`src/rtl/core2wb_pipe_pkg.sv`:
```
//------------------------------------------------------------------------------
// core2wb_pipe_pkg
//   Shared types for the pipelined Ibex-to-Wishbone bridge.
//   Revision: 1.0 - initial release
//------------------------------------------------------------------------------
`default_nettype none

package core2wb_pipe_pkg;

    // Largest supported in-flight depth; cnt_t is sized to hold it.
    localparam int c_MAX_OUTST_LIM = 16;

    typedef logic [$clog2(c_MAX_OUTST_LIM + 1)-1:0] cnt_t;

    typedef struct packed {
        logic we;
    } tag_t;

    typedef enum logic [0:0] {
        RUN   = 1'b0,
        DRAIN = 1'b1
    } to_state_t;

    function automatic bit is_pow2(input int n);
        return (n > 0) && ((n & (n - 1)) == 0);
    endfunction

endpackage

`default_nettype wire

```
`src/rtl/core2wb_pipe_if.sv`:
```
//------------------------------------------------------------------------------
// core2wb_pipe_if
//   Core (req/gnt/rvalid) and Wishbone B4 pipelined signal bundle.
//   master = bridge view (drives Wishbone), slave = core/interconnect view.
//   Revision: 1.0 - initial release
//------------------------------------------------------------------------------
`default_nettype none

interface core2wb_pipe_if #(
    parameter int ADDR_W = 32,
    parameter int DATA_W = 32
);
    logic                core_req;
    logic                core_gnt;
    logic                core_we;
    logic [DATA_W/8-1:0] core_be;
    logic [ADDR_W-1:0]   core_addr;
    logic [DATA_W-1:0]   core_wdata;
    logic                core_rvalid;
    logic                core_err;
    logic [DATA_W-1:0]   core_rdata;

    logic                wb_cyc;
    logic                wb_stb;
    logic                wb_we;
    logic [DATA_W/8-1:0] wb_sel;
    logic [ADDR_W-1:0]   wb_adr;
    logic [DATA_W-1:0]   wb_dat_o;
    logic [DATA_W-1:0]   wb_dat_i;
    logic                wb_ack;
    logic                wb_err;
    logic                wb_stall;

    modport master (
        input  core_req, core_we, core_be, core_addr, core_wdata,
        output core_gnt, core_rvalid, core_err, core_rdata,
        output wb_cyc, wb_stb, wb_we, wb_sel, wb_adr, wb_dat_o,
        input  wb_dat_i, wb_ack, wb_err, wb_stall
    );

    modport slave (
        output core_req, core_we, core_be, core_addr, core_wdata,
        input  core_gnt, core_rvalid, core_err, core_rdata,
        input  wb_cyc, wb_stb, wb_we, wb_sel, wb_adr, wb_dat_o,
        output wb_dat_i, wb_ack, wb_err, wb_stall
    );
endinterface

`default_nettype wire

```
`src/rtl/core2wb_pipe_tagfifo.sv`:
```
//------------------------------------------------------------------------------
// core2wb_pipe_tagfifo
//   Small synchronous FIFO; push while full is accepted when a pop happens
//   in the same cycle. Read data is the combinational head entry.
//   Revision: 1.0 - initial release
//------------------------------------------------------------------------------
`default_nettype none

module core2wb_pipe_tagfifo #(
    parameter int DEPTH = 4,
    parameter int WIDTH = 1
) (
    input  wire logic             clk,
    input  wire logic             rst,
    input  wire logic             i_push,
    input  wire logic [WIDTH-1:0] i_wdata,
    input  wire logic             i_pop,
    output logic      [WIDTH-1:0] o_rdata,
    output logic                  o_empty,
    output logic                  o_full
);
    localparam int c_PTR_W = (DEPTH > 1) ? $clog2(DEPTH) : 1;
    localparam int c_MEM_N = 1 << c_PTR_W;
    localparam int c_CNT_W = $clog2(DEPTH + 1);

    logic [WIDTH-1:0]   r_mem [c_MEM_N];
    logic [c_PTR_W-1:0] r_wr_ptr;
    logic [c_PTR_W-1:0] r_rd_ptr;
    logic [c_CNT_W-1:0] r_count;
    logic               w_do_push;
    logic               w_do_pop;

    function automatic logic [c_PTR_W-1:0] ptr_inc(input logic [c_PTR_W-1:0] p);
        return (p == c_PTR_W'(DEPTH - 1)) ? '0 : p + 1'b1;
    endfunction

    assign o_empty   = (r_count == '0);
    assign o_full    = (r_count == c_CNT_W'(DEPTH));
    assign o_rdata   = r_mem[r_rd_ptr];
    assign w_do_pop  = i_pop & ~o_empty;
    assign w_do_push = i_push & (~o_full | w_do_pop);

    always_ff @(posedge clk) begin
        if (rst) begin
            r_wr_ptr <= '0;
            r_rd_ptr <= '0;
            r_count  <= '0;
            for (int i = 0; i < c_MEM_N; i++) begin
                r_mem[i] <= '0;
            end
        end else begin
            if (w_do_push) begin
                r_mem[r_wr_ptr] <= i_wdata;
                r_wr_ptr        <= ptr_inc(r_wr_ptr);
            end
            if (w_do_pop) begin
                r_rd_ptr <= ptr_inc(r_rd_ptr);
            end
            case ({w_do_push, w_do_pop})
                2'b10:   r_count <= r_count + 1'b1;
                2'b01:   r_count <= r_count - 1'b1;
                default: r_count <= r_count;
            endcase
        end
    end

endmodule

`default_nettype wire

```
`src/rtl/core2wb_pipe.sv`:
```
//------------------------------------------------------------------------------
// core2wb_pipe
//   Ibex req/gnt/rvalid to pipelined Wishbone B4 bridge, up to MAX_OUTST
//   transfers in flight, in-order responses. Optional response watchdog
//   enabled by defining CORE2WB_PIPE_TIMEOUT_EN.
//   Revision: 1.0 - initial release
//------------------------------------------------------------------------------
`default_nettype none

module core2wb_pipe
    import core2wb_pipe_pkg::*;
#(
    parameter int ADDR_W      = 32,
    parameter int DATA_W      = 32,
    parameter int MAX_OUTST   = 4,
    parameter int TIMEOUT_CYC = 1024
) (
    input  wire logic      clk,
    input  wire logic      rst,
    core2wb_pipe_if.master bus,
    output logic           spurious
);
    if ((DATA_W % 8) != 0 || ADDR_W < 1) begin : g_bad_width
        $error("core2wb_pipe: DATA_W must be a multiple of 8 and ADDR_W positive");
    end
    if (!is_pow2(MAX_OUTST) || MAX_OUTST > c_MAX_OUTST_LIM) begin : g_bad_outst
        $error("core2wb_pipe: MAX_OUTST must be a power of two in 1..16");
    end
    if (TIMEOUT_CYC < 1) begin : g_bad_timeout
        $error("core2wb_pipe: TIMEOUT_CYC must be positive");
    end

    cnt_t r_outst_cnt;
    tag_t w_head;
    logic w_fifo_empty;
    logic w_fifo_full;
    logic w_full;
    logic w_idle;
    logic w_drain;
    logic w_stb;
    logic w_issue;
    logic w_bus_rsp;
    logic w_rsp;
    logic w_pop;

    // Counter and FIFO occupancy move in lockstep; either flag suffices.
    assign w_full    = (r_outst_cnt == cnt_t'(MAX_OUTST)) | w_fifo_full;
    assign w_idle    = (r_outst_cnt == '0) | w_fifo_empty;

    assign w_stb     = bus.core_req & ~w_full & ~w_drain;
    assign w_issue   = w_stb & ~bus.wb_stall;
    assign w_bus_rsp = bus.wb_ack | bus.wb_err;
    assign w_rsp     = w_bus_rsp & ~w_idle & ~w_drain;
    assign w_pop     = w_rsp | w_drain;

    assign bus.core_gnt    = w_issue;
    assign bus.wb_stb      = w_stb;
    assign bus.wb_cyc      = w_stb | (~w_idle & ~w_drain);
    assign bus.wb_we       = bus.core_we;
    assign bus.wb_adr      = bus.core_addr;
    assign bus.wb_dat_o    = bus.core_wdata;
    assign bus.wb_sel      = bus.core_we ? bus.core_be : '1;

    assign bus.core_rvalid = w_pop;
    assign bus.core_err    = bus.wb_err | w_drain;
    assign bus.core_rdata  = (w_rsp & ~w_head.we) ? bus.wb_dat_i : '0;

    core2wb_pipe_tagfifo #(
        .DEPTH (MAX_OUTST),
        .WIDTH ($bits(tag_t))
    ) u_tagfifo (
        .clk     (clk),
        .rst     (rst),
        .i_push  (w_issue),
        .i_wdata (bus.core_we),
        .i_pop   (w_pop),
        .o_rdata (w_head),
        .o_empty (w_fifo_empty),
        .o_full  (w_fifo_full)
    );

    always_ff @(posedge clk) begin
        if (rst) begin
            r_outst_cnt <= '0;
            spurious    <= 1'b0;
        end else begin
            case ({w_issue, w_pop})
                2'b10:   r_outst_cnt <= r_outst_cnt + cnt_t'(1);
                2'b01:   r_outst_cnt <= r_outst_cnt - cnt_t'(1);
                default: r_outst_cnt <= r_outst_cnt;
            endcase
            // Bus responses with no live transfer to own them are flagged.
            if (w_bus_rsp & (w_idle | w_drain)) begin
                spurious <= 1'b1;
            end
        end
    end

`ifdef CORE2WB_PIPE_TIMEOUT_EN
    localparam int c_TO_W = $clog2(TIMEOUT_CYC + 1);

    to_state_t         r_state;
    logic [c_TO_W-1:0] r_to_cnt;

    always_ff @(posedge clk) begin
        if (rst) begin
            r_state  <= RUN;
            r_to_cnt <= '0;
        end else begin
            case (r_state)
                RUN: begin
                    if (w_idle | w_rsp) begin
                        r_to_cnt <= '0;
                    end else if (r_to_cnt == c_TO_W'(TIMEOUT_CYC - 1)) begin
                        r_to_cnt <= '0;
                        r_state  <= DRAIN;
                    end else begin
                        r_to_cnt <= r_to_cnt + 1'b1;
                    end
                end
                DRAIN: begin
                    // One error pulse per entry; leave once the last one pops.
                    if (r_outst_cnt == cnt_t'(1)) begin
                        r_state <= RUN;
                    end
                end
                default: r_state <= RUN;
            endcase
        end
    end

    assign w_drain = (r_state == DRAIN);
`else
    assign w_drain = 1'b0;
`endif

endmodule

`default_nettype wire

```
`src/flat_wrapper.sv`:
```
// flat-port wrapper written by rule: the top's interface ports become plain ports
module core2wb_pipe_flat import core2wb_pipe_pkg::*;
#(
    parameter int ADDR_W      = 32,
    parameter int DATA_W      = 32,
    parameter int MAX_OUTST   = 4,
    parameter int TIMEOUT_CYC = 1024
)
  (clk, rst, spurious, bus_core_req, bus_core_we, bus_core_be, bus_core_addr, bus_core_wdata, bus_core_gnt, bus_core_rvalid, bus_core_err, bus_core_rdata, bus_wb_cyc, bus_wb_stb, bus_wb_we, bus_wb_sel, bus_wb_adr, bus_wb_dat_o, bus_wb_dat_i, bus_wb_ack, bus_wb_err, bus_wb_stall);
  core2wb_pipe_if #(.ADDR_W(ADDR_W), .DATA_W(DATA_W)) bus_i ();
  input  wire logic clk;
  input  wire logic rst;
  output logic spurious;
  input wire logic [$bits(bus_i.core_req)-1:0] bus_core_req;
  input wire logic [$bits(bus_i.core_we)-1:0] bus_core_we;
  input wire logic [$bits(bus_i.core_be)-1:0] bus_core_be;
  input wire logic [$bits(bus_i.core_addr)-1:0] bus_core_addr;
  input wire logic [$bits(bus_i.core_wdata)-1:0] bus_core_wdata;
  output wire logic [$bits(bus_i.core_gnt)-1:0] bus_core_gnt;
  output wire logic [$bits(bus_i.core_rvalid)-1:0] bus_core_rvalid;
  output wire logic [$bits(bus_i.core_err)-1:0] bus_core_err;
  output wire logic [$bits(bus_i.core_rdata)-1:0] bus_core_rdata;
  output wire logic [$bits(bus_i.wb_cyc)-1:0] bus_wb_cyc;
  output wire logic [$bits(bus_i.wb_stb)-1:0] bus_wb_stb;
  output wire logic [$bits(bus_i.wb_we)-1:0] bus_wb_we;
  output wire logic [$bits(bus_i.wb_sel)-1:0] bus_wb_sel;
  output wire logic [$bits(bus_i.wb_adr)-1:0] bus_wb_adr;
  output wire logic [$bits(bus_i.wb_dat_o)-1:0] bus_wb_dat_o;
  input wire logic [$bits(bus_i.wb_dat_i)-1:0] bus_wb_dat_i;
  input wire logic [$bits(bus_i.wb_ack)-1:0] bus_wb_ack;
  input wire logic [$bits(bus_i.wb_err)-1:0] bus_wb_err;
  input wire logic [$bits(bus_i.wb_stall)-1:0] bus_wb_stall;
  assign bus_i.core_req = bus_core_req;
  assign bus_i.core_we = bus_core_we;
  assign bus_i.core_be = bus_core_be;
  assign bus_i.core_addr = bus_core_addr;
  assign bus_i.core_wdata = bus_core_wdata;
  assign bus_core_gnt = bus_i.core_gnt;
  assign bus_core_rvalid = bus_i.core_rvalid;
  assign bus_core_err = bus_i.core_err;
  assign bus_core_rdata = bus_i.core_rdata;
  assign bus_wb_cyc = bus_i.wb_cyc;
  assign bus_wb_stb = bus_i.wb_stb;
  assign bus_wb_we = bus_i.wb_we;
  assign bus_wb_sel = bus_i.wb_sel;
  assign bus_wb_adr = bus_i.wb_adr;
  assign bus_wb_dat_o = bus_i.wb_dat_o;
  assign bus_i.wb_dat_i = bus_wb_dat_i;
  assign bus_i.wb_ack = bus_wb_ack;
  assign bus_i.wb_err = bus_wb_err;
  assign bus_i.wb_stall = bus_wb_stall;
  core2wb_pipe #(.ADDR_W(ADDR_W), .DATA_W(DATA_W), .MAX_OUTST(MAX_OUTST), .TIMEOUT_CYC(TIMEOUT_CYC)) u_core (.clk(clk), .rst(rst), .bus(bus_i), .spurious(spurious));
endmodule
```
`config.mk`:
```
export PLATFORM = sky130hd
export DESIGN_NAME = core2wb_pipe_flat
export DESIGN_NICKNAME = d
export VERILOG_FILES = /design/src/rtl/core2wb_pipe_pkg.sv /design/src/rtl/core2wb_pipe_if.sv /design/src/rtl/core2wb_pipe_tagfifo.sv /design/src/rtl/core2wb_pipe.sv /design/src/flat_wrapper.sv
export SDC_FILE = /design/constraint.sdc
export NUM_CORES = 1
export LEC_CHECK = 0
export BUFFER_PORTS_ARGS = -buffer_cell sky130_fd_sc_hd__buf_2
export CAP_MARGIN = 20
export CORE_AREA = 8 8 83 85
export CTS_CLUSTER_DIAMETER = 150
export DETAILED_ROUTE_END_ITERATION = 10
export DIE_AREA = 0 0 91 93
export PLACE_DENSITY_LB_ADDON = 0.05
export SLEW_MARGIN = 20
export SYNTH_ARGS = -nofsm -noshare
export SYNTH_HDL_FRONTEND = slang
export SYNTH_SLANG_ARGS = --single-unit
```
`constraint.sdc`:
```
create_clock -name clk -period 3.1 [get_ports clk]
set_input_delay 0.31 -clock clk [delete_from_list [all_inputs] [get_ports clk]]
set_output_delay 0.31 -clock clk [all_outputs]
set_load 0.005 [all_outputs]
```
==> impl_metrics.py, run 1 <==
metrics = {
    "outcome": {
        "outcome": "finished clean",
    },
    "global_routing": {
        "grt_first_pass_wirelength_mm": 7.85,
        "track_usage": 0.113,
        "antenna_found_initial": 0,
        "grt_start_max_net_pins": 33,
        "gr-total-overflow": 0,
        "grt_pass1_vias": 1459,
    },
    "synth": {
        "seq_area_frac_synth": 0.222,
        "synth_edf_count": 4,
        "synth_area_leader_cell": "buf_4",
        "syn_avg_cell_area_um2": 8.34,
        "yosysWarnings": 0,
        "syn-instance-count": 227,
        "synthArstFlopShare": 0,
        "syn_nets": 342,
        "synthFlopType": "dfxtp_1",
        "synthesis.area_um2": 1890,
        "synth_top_area_frac": 0.262,
        "synthTopCellsByArea": "buf_4, dfxtp_1, and2_1",
        "synthDistinctLibCells": 42,
        "ys_seq_elements": 19,
    },
    "sta": {
        "finalSetupViolations": 0,
        "fin_skew_ps": 8.39,
        "hold_viol": 0,
        "slew_violations": 0,
        "tightest_slew_ps": 495,
        "min_period_ps": 2730,
        "max_slew_margin": 0.669,
        "post-route-period-util": 0.881,
        "rsz0062_at_grt": "false",
        "max_freq_ghz": 0.366,
        "setup_tns_ps": 0,
    },
    "clock_tree": {
        "htree_levels": 1,
        "ctsLongestPathBuffers": 2,
        "cts_resized": 0,
        "insertion_delay_ps": 260,
        "clk_pin_slew_ps": 80,
        "post_cts_buffers": 0,
        "cts.root.buffer_cell": "clkbuf_8",
        "cts_hold_buf": 0,
        "cts_tree": "built",
        "cts_inserted_buffers": 3,
        "cts_sinks": 19,
    },
    "floorplan": {
        "ios": 214,
        "start_util": 0.334,
        "fp.dieH_um": 93,
        "fp.dieArea_um2": 8460,
        "fp-row-count": 28,
        "core_area_um2": 5680,
        "die_w_um": 91,
    },
    "worst_setup_path": {
        "reg2reg_setup_slack_ps": 370,
        "crit_type": "reg -> reg",
        "slowest_stage": "dfxtp_1",
        "cp_common_cell": "ha_1",
        "critPathMaxStageDelay_ps": 490,
        "worst_ep_arrival_time_ps": 2940,
        "critPathLaunchType": "flop",
        "crit_fanout": 9,
        "cp_cell_sequence": "nor4_4, a211o_4, inv_1, ha_1, xor2_1, ha_1, o21ai_0, or3_1, a2111o_1, nand4_1",
        "cp.required_ps": 3310,
        "end_kind": "flop",
    },
    "hold_path": {
        "worstHoldPathType": "in -> reg",
    },
    "power_and_ir_drop": {
        "ir_drop_mv": 0.232,
        "seqPwrFrac": 0.339,
        "p_leak_uw": 0.00101,
        "power_switching_uw": 427,
        "p_sw_frac": 0.393,
        "combinationalPowerShare": 0.499,
        "cellPowerDensity_nw_per_um2": 559,
        "clockPowerShare": 0.162,
        "internal_power_uw": 659,
    },
    "routing": {
        "drt_iter0_markers": 44,
        "drtAntennaViolNets": 0,
        "wl_per_cell_um": 15.7,
        "drc_errors": 0,
        "wl_mm": 5.01,
        "viasPerCell": 4.61,
        "vias": 1471,
        "drt_pass1_iterations": 4,
    },
    "finish": {
        "drive_gt1_frac": 0.414,
        "n_antenna_cell": 0,
        "syn_to_final_growth_pct": 2.64,
        "finalNetCount": 360,
        "final_cell_area_um2": 1940,
    },
    "placement": {
        "place.gp.congestion": 0.747,
        "dpl_cell_area_um2": 1900,
        "dp_hpwl_mm": 4.14,
        "numPortBuffers": 85,
    },
    "flow_run": {
        "cap_viol_max_count": 0,
    },
}
-- synthesized netlist by cell type (all sizes together), types with 3 or more instances --
| master | instances |
|---|---|
| nor4 | 3 |
| inv | 8 |
| a21oi | 6 |
| or3 | 4 |
| clkbuf | 4 |
| nand4 | 3 |
| nand2 | 5 |
| nand2b | 9 |
| and2 | 32 |
| ha | 7 |
| dfxtp | 15 |
| a21o | 4 |
| buf | 70 |
| nor2 | 16 |
| mux2i | 4 |
| nor3 | 3 |
| edfxtp | 4 |
| o21ai | 5 |
| xor2 | 4 |
-- worst max-delay path: cells and delay by family, from the launching register on --
| kind | cells | cell delay (ps) |
|---|---|---|
| fa+ha+maj | 2 | 540 |
| compound gates | 3 | 830 |
| simple gates | 3 | 540 |
| xor+xnor | 1 | 180 |
| flops | 1 | 490 |
| buf+inv | 1 | 110 |
-- cell type report --
cell class / count / area (µm²)
Fill cell: 607 / 3730
Timing Repair Buffer: 87 / 440
Tap cell: 75 / 93.8
Inverter: 9 / 35.0
Sequential cell: 19 / 420
Multi-Input combinational cell: 125 / 907
Clock inverter: 1 / 5.00
Clock buffer: 3 / 41.3
-- kinds of logic (layout without fill, tap and decap cells) --
family          after synthesis  count (layout)  share of synthesized area
simple gates                 85              85                      0.277
buf+inv                      83             100                      0.299
compound gates               22              22                     0.0892
flops                        19              19                      0.222
fa+ha+maj                     8               8                     0.0568
xor+xnor                      5               5                     0.0231
mux                           5               5                     0.0330
-- placed cells by master (no fill, tap or decap), types with 4 or more instances in the layout --
cell type / synthesis / layout
dfxtp_1: 15 / 15
nor2_1: 15 / 15
and2_1: 32 / 32
a21oi_1: 6 / 6
or3_1: 4 / 4
mux2i_1: 4 / 4
nand2_1: 5 / 5
a21o_1: 4 / 4
xor2_1: 4 / 4
edfxtp_1: 4 / 4
buf_2: 4 / 85
o21ai_0: 5 / 5
nand2b_1: 8 / 8
ha_1: 7 / 7
inv_1: 7 / 7
-- metal layers --
metal | up-vias | wire length, µm | part of all wire | global-route usage
met5 | - | 0 | 0 | 0
met4 | 0 | 126 | 0.025 | 0.0477
met3 | 14 | 728 | 0.15 | 0.0681
met2 | 99 | 2350 | 0.47 | 0.184
met1 | 645 | 1810 | 0.36 | 0.115
li1 | 713 | - | - | -
-- power groups by stage --
stage / clock network, µW / logic [µW] / registers (µW)
2_1_floorplan: 0 / 453 / 361
3_3_place_gp: 0 / 559 / 375
3_5_place_dp: 0 / 552 / 374
4_1_cts: 187 / 555 / 368
5_1_grt: 201 / 621 / 378
6_report: 176 / 542 / 368
-- final timing paths --
path	cells past startpoint	start	endpoint
setup / recovery	10	u_core.r_outst_cnt[1]$_SDFFE_PP0P_	u_core.r_outst_cnt[4]$_SDFFE_PP0P_
hold / removal	3	bus_wb_ack	u_core.spurious$_SDFFE_PP0P_
setup reg to reg	10	u_core.r_outst_cnt[1]$_SDFFE_PP0P_	u_core.r_outst_cnt[4]$_SDFFE_PP0P_
hold reg to reg	2	u_core.spurious$_SDFFE_PP0P_	u_core.spurious$_SDFFE_PP0P_
-- stage by stage --
step                setup slack [ps]  hold slack (ps)   util  total power (µW)  cells
floorplan                        436              442      -               814    227
global placement                 408              431  0.334               934    315
detailed placement               385              441  0.334               926    315
CTS                              359              356  0.342              1110    319
global route                     159              392  0.342              1200    319
finish                           369              365  0.342              1090    319
(Power assumes the default switching activity.)
==> run 2, diff against run 1 <==
- CORE_AREA: 8 8 83 85 -> 2 2 83 85
- DIE_AREA: 0 0 91 93 -> 0 0 85 87
- SYNTH_HIERARCHICAL: default -> 1
==> run 2 against run 1 <==
  * Setup slack worse by 18 ps
  * Fmax down 0.66%
  * Non-clock buffer count up 1
  * Clock skew down 2.9 ps
  * Cell count up 2.5%
  * Critical path depth unchanged
  * Routed wire length down 3.9%
  * Synthesized cell count up 1.3%
  * Critical endpoint is now u_core/r_outst_cnt[4]$_SDFFE_PP0P_
==> impl_metrics.py, run 2 <==
metrics = {
    "worst_setup_path": {
        "crit_start": "u_core/u_tagfifo/r_count[0]$_SDFFE_PP0P_",
        "worst_ep_arrival_time_ps": 2890,
        "cp.required_ps": 3240,
        "crit_fanout": 8,
        "critPathLaunchType": "flop",
        "crit_type": "reg -> reg",
        "end_kind": "flop",
        "r2r-start": "u_core/u_tagfifo/r_count[0]$_SDFFE_PP0P_",
    },
    "global_routing": {
        "grt_start_max_net_pins": 33,
        "antenna_found_initial": 0,
        "grt_first_pass_wirelength_mm": 7.40,
        "gr-total-overflow": 0,
        "grt_pass1_vias": 1435,
        "track_usage": 0.127,
    },
    "sta": {
        "whs_ps": 369,
        "rsz0062_at_grt": "false",
        "hold_viol": 0,
        "max_freq_ghz": 0.364,
        "slew_violations": 0,
        "finalSetupViolations": 0,
        "fin_skew_ps": 5.46,
        "max_slew_margin": 0.616,
        "post-route-period-util": 0.887,
        "tightest_slew_ps": 574,
        "setup_tns_ps": 0,
        "min_period_ps": 2750,
    },
    "clock_tree": {
        "post_cts_buffers": 0,
        "cts_sinks": 19,
        "htree_levels": 1,
        "cts.root.buffer_cell": "clkbuf_8",
        "cts_hold_buf": 0,
        "cts_inserted_buffers": 3,
        "cts_tree": "built",
        "clk_pin_slew_ps": 70,
        "ctsLongestPathBuffers": 2,
        "cts_resized": 0,
        "insertion_delay_ps": 260,
    },
    "floorplan": {
        "fp.dieArea_um2": 7400,
        "core_area_um2": 6570,
        "ios": 214,
        "start_util": 0.302,
        "die_w_um": 85,
        "fp.dieH_um": 87,
        "fp-row-count": 30,
    },
    "hold_path": {
        "hold_start": "bus_wb_ack",
        "worstHoldPathType": "in -> reg",
    },
    "synth": {
        "syn-instance-count": 230,
        "seq_area_frac_synth": 0.212,
        "synthArstFlopShare": 0,
        "synth_edf_count": 4,
        "synth_top_area_frac": 0.250,
        "ys_seq_elements": 19,
        "synthTopCellsByArea": "buf_4, dfxtp_1, and2_4",
        "synth.most_common_cell": "buf_4",
        "syn_nets": 345,
        "netlist_top_cells_count": "buf_4, and2_4, nor2_1, dfxtp_1, inv_1",
        "syn_avg_cell_area_um2": 8.63,
        "synthesis.area_um2": 1980,
        "synthFlopType": "dfxtp_1",
        "synth_area_leader_cell": "buf_4",
        "synthDistinctLibCells": 47,
        "yosysWarnings": 6,
    },
    "finish": {
        "final_common_cell": "buf_2",
        "nFillCells": 735,
        "drive_gt1_frac": 0.538,
        "n_antenna_cell": 0,
        "final_util": 0.307,
        "multi_input_area_um2": 957,
        "finalNetCount": 363,
        "syn_to_final_growth_pct": 1.64,
        "layout_common_cells": "buf_2, and2_4, nor2_1, dfxtp_1, inv_1",
        "final_cell_area_um2": 2020,
        "seqCellArea_um2": 420,
    },
    "power_and_ir_drop": {
        "clockPowerShare": 0.326,
        "internal_power_uw": 399,
        "combinationalPowerShare": 0.178,
        "seqPwrFrac": 0.496,
        "p_leak_uw": 0.00105,
        "ir_drop_mv": 0.125,
        "p_sw_frac": 0.263,
        "cellPowerDensity_nw_per_um2": 269,
        "power_switching_uw": 142,
    },
    "flow_run": {
        "cap_viol_max_count": 0,
    },
    "routing": {
        "drc_errors": 0,
        "drtAntennaViolNets": 0,
        "wl_mm": 4.82,
        "drt_iter0_markers": 60,
        "viasPerCell": 4.57,
        "wl_per_cell_um": 14.7,
        "vias": 1495,
        "drt_pass1_iterations": 4,
    },
    "placement": {
        "dpl_cell_area_um2": 1970,
        "numPortBuffers": 85,
        "dp_hpwl_mm": 4.11,
        "place.gp.congestion": 0.755,
    },
    "outcome": {
        "outcome": "finished clean",
    },
}
-- run 2: cell types whose count changed in the layout (fill, tap and decap cells not counted), moves of 3 or more --
cell,delta
and2_4,+30
a21o_1,-3
and2_1,-30
nand4_1,-3
inv_1,+3
nor2_1,+6
-- run 2: logic make-up after synthesis --
kind of cell | count (synthesis) | synth area share
AOI/OAI and AO/OA | 21 | 0.0864
xor gates and xnor gates | 3 | 0.0132
adders and majority gates | 8 | 0.0580
buffers and inverters | 87 | 0.306
DFF | 19 | 0.212
muxes | 6 | 0.0397
and+or+nand+nor | 86 | 0.285
-- run 2: layout make-up --
type                            instances  share of cell area
Inverter                               12              0.0223
Timing Repair Buffer                   88               0.222
Sequential cell                        19               0.208
Tap cell                               80              0.0496
Clock buffer                            3              0.0205
Multi-Input combinational cell        124               0.475
Clock inverter                          1             0.00248
-- run 2: stage by stage --
| stage | power (µW) | cells | setup slack (ps) |
|---|---|---|---|
| finish | 542 | 327 | 351 |
| global route | 579 | 327 | 88.1 |
| CTS | 554 | 327 | 320 |
| detailed placement | 374 | 323 | 338 |
| global placement | 375 | 323 | 354 |
| floorplan | 393 | 230 | 302 |
-- run 2: critical path, cell delays in order (launching register included) --
cell and delay, ps:
dfxtp_1 510, nor3_1 120, a21o_4 220, nor2_1 210
ha_1 300, inv_1 90, fa_1 380, nor2b_1 150
o22ai_1 110, mux2i_1 200, mux2_1 330
-- run 2: power groups by stage --
stage                     clock [µW]  sequential (µW)  combinational, µW
after global routing             199              270                110
after detailed placement           0              275               99.5
after floorplan                    0              272                122
after CTS                        185              269               99.9
after global placement             0              275                101
final                            176              269               96.7
-- run 2: final timing paths --
kind / to / slack [ps] / cells past startpoint
min reg2reg: u_core/spurious$_SDFFE_PP0P_ / 440 / 2
min: u_core/spurious$_SDFFE_PP0P_ / 370 / 3
max: u_core/r_outst_cnt[4]$_SDFFE_PP0P_ / 350 / 10
max reg2reg: u_core/r_outst_cnt[4]$_SDFFE_PP0P_ / 350 / 10
-- run 2: metal layers --
metal / vias to the layer above / routed length, µm / track usage
met2: 112 / 2350 / 0.214
met4: 0 / 65 / 0.0346
met3: 10 / 674 / 0.0711
met5: - / 0 / 0
met1: 662 / 1730 / 0.136
li1: 711 / - / -
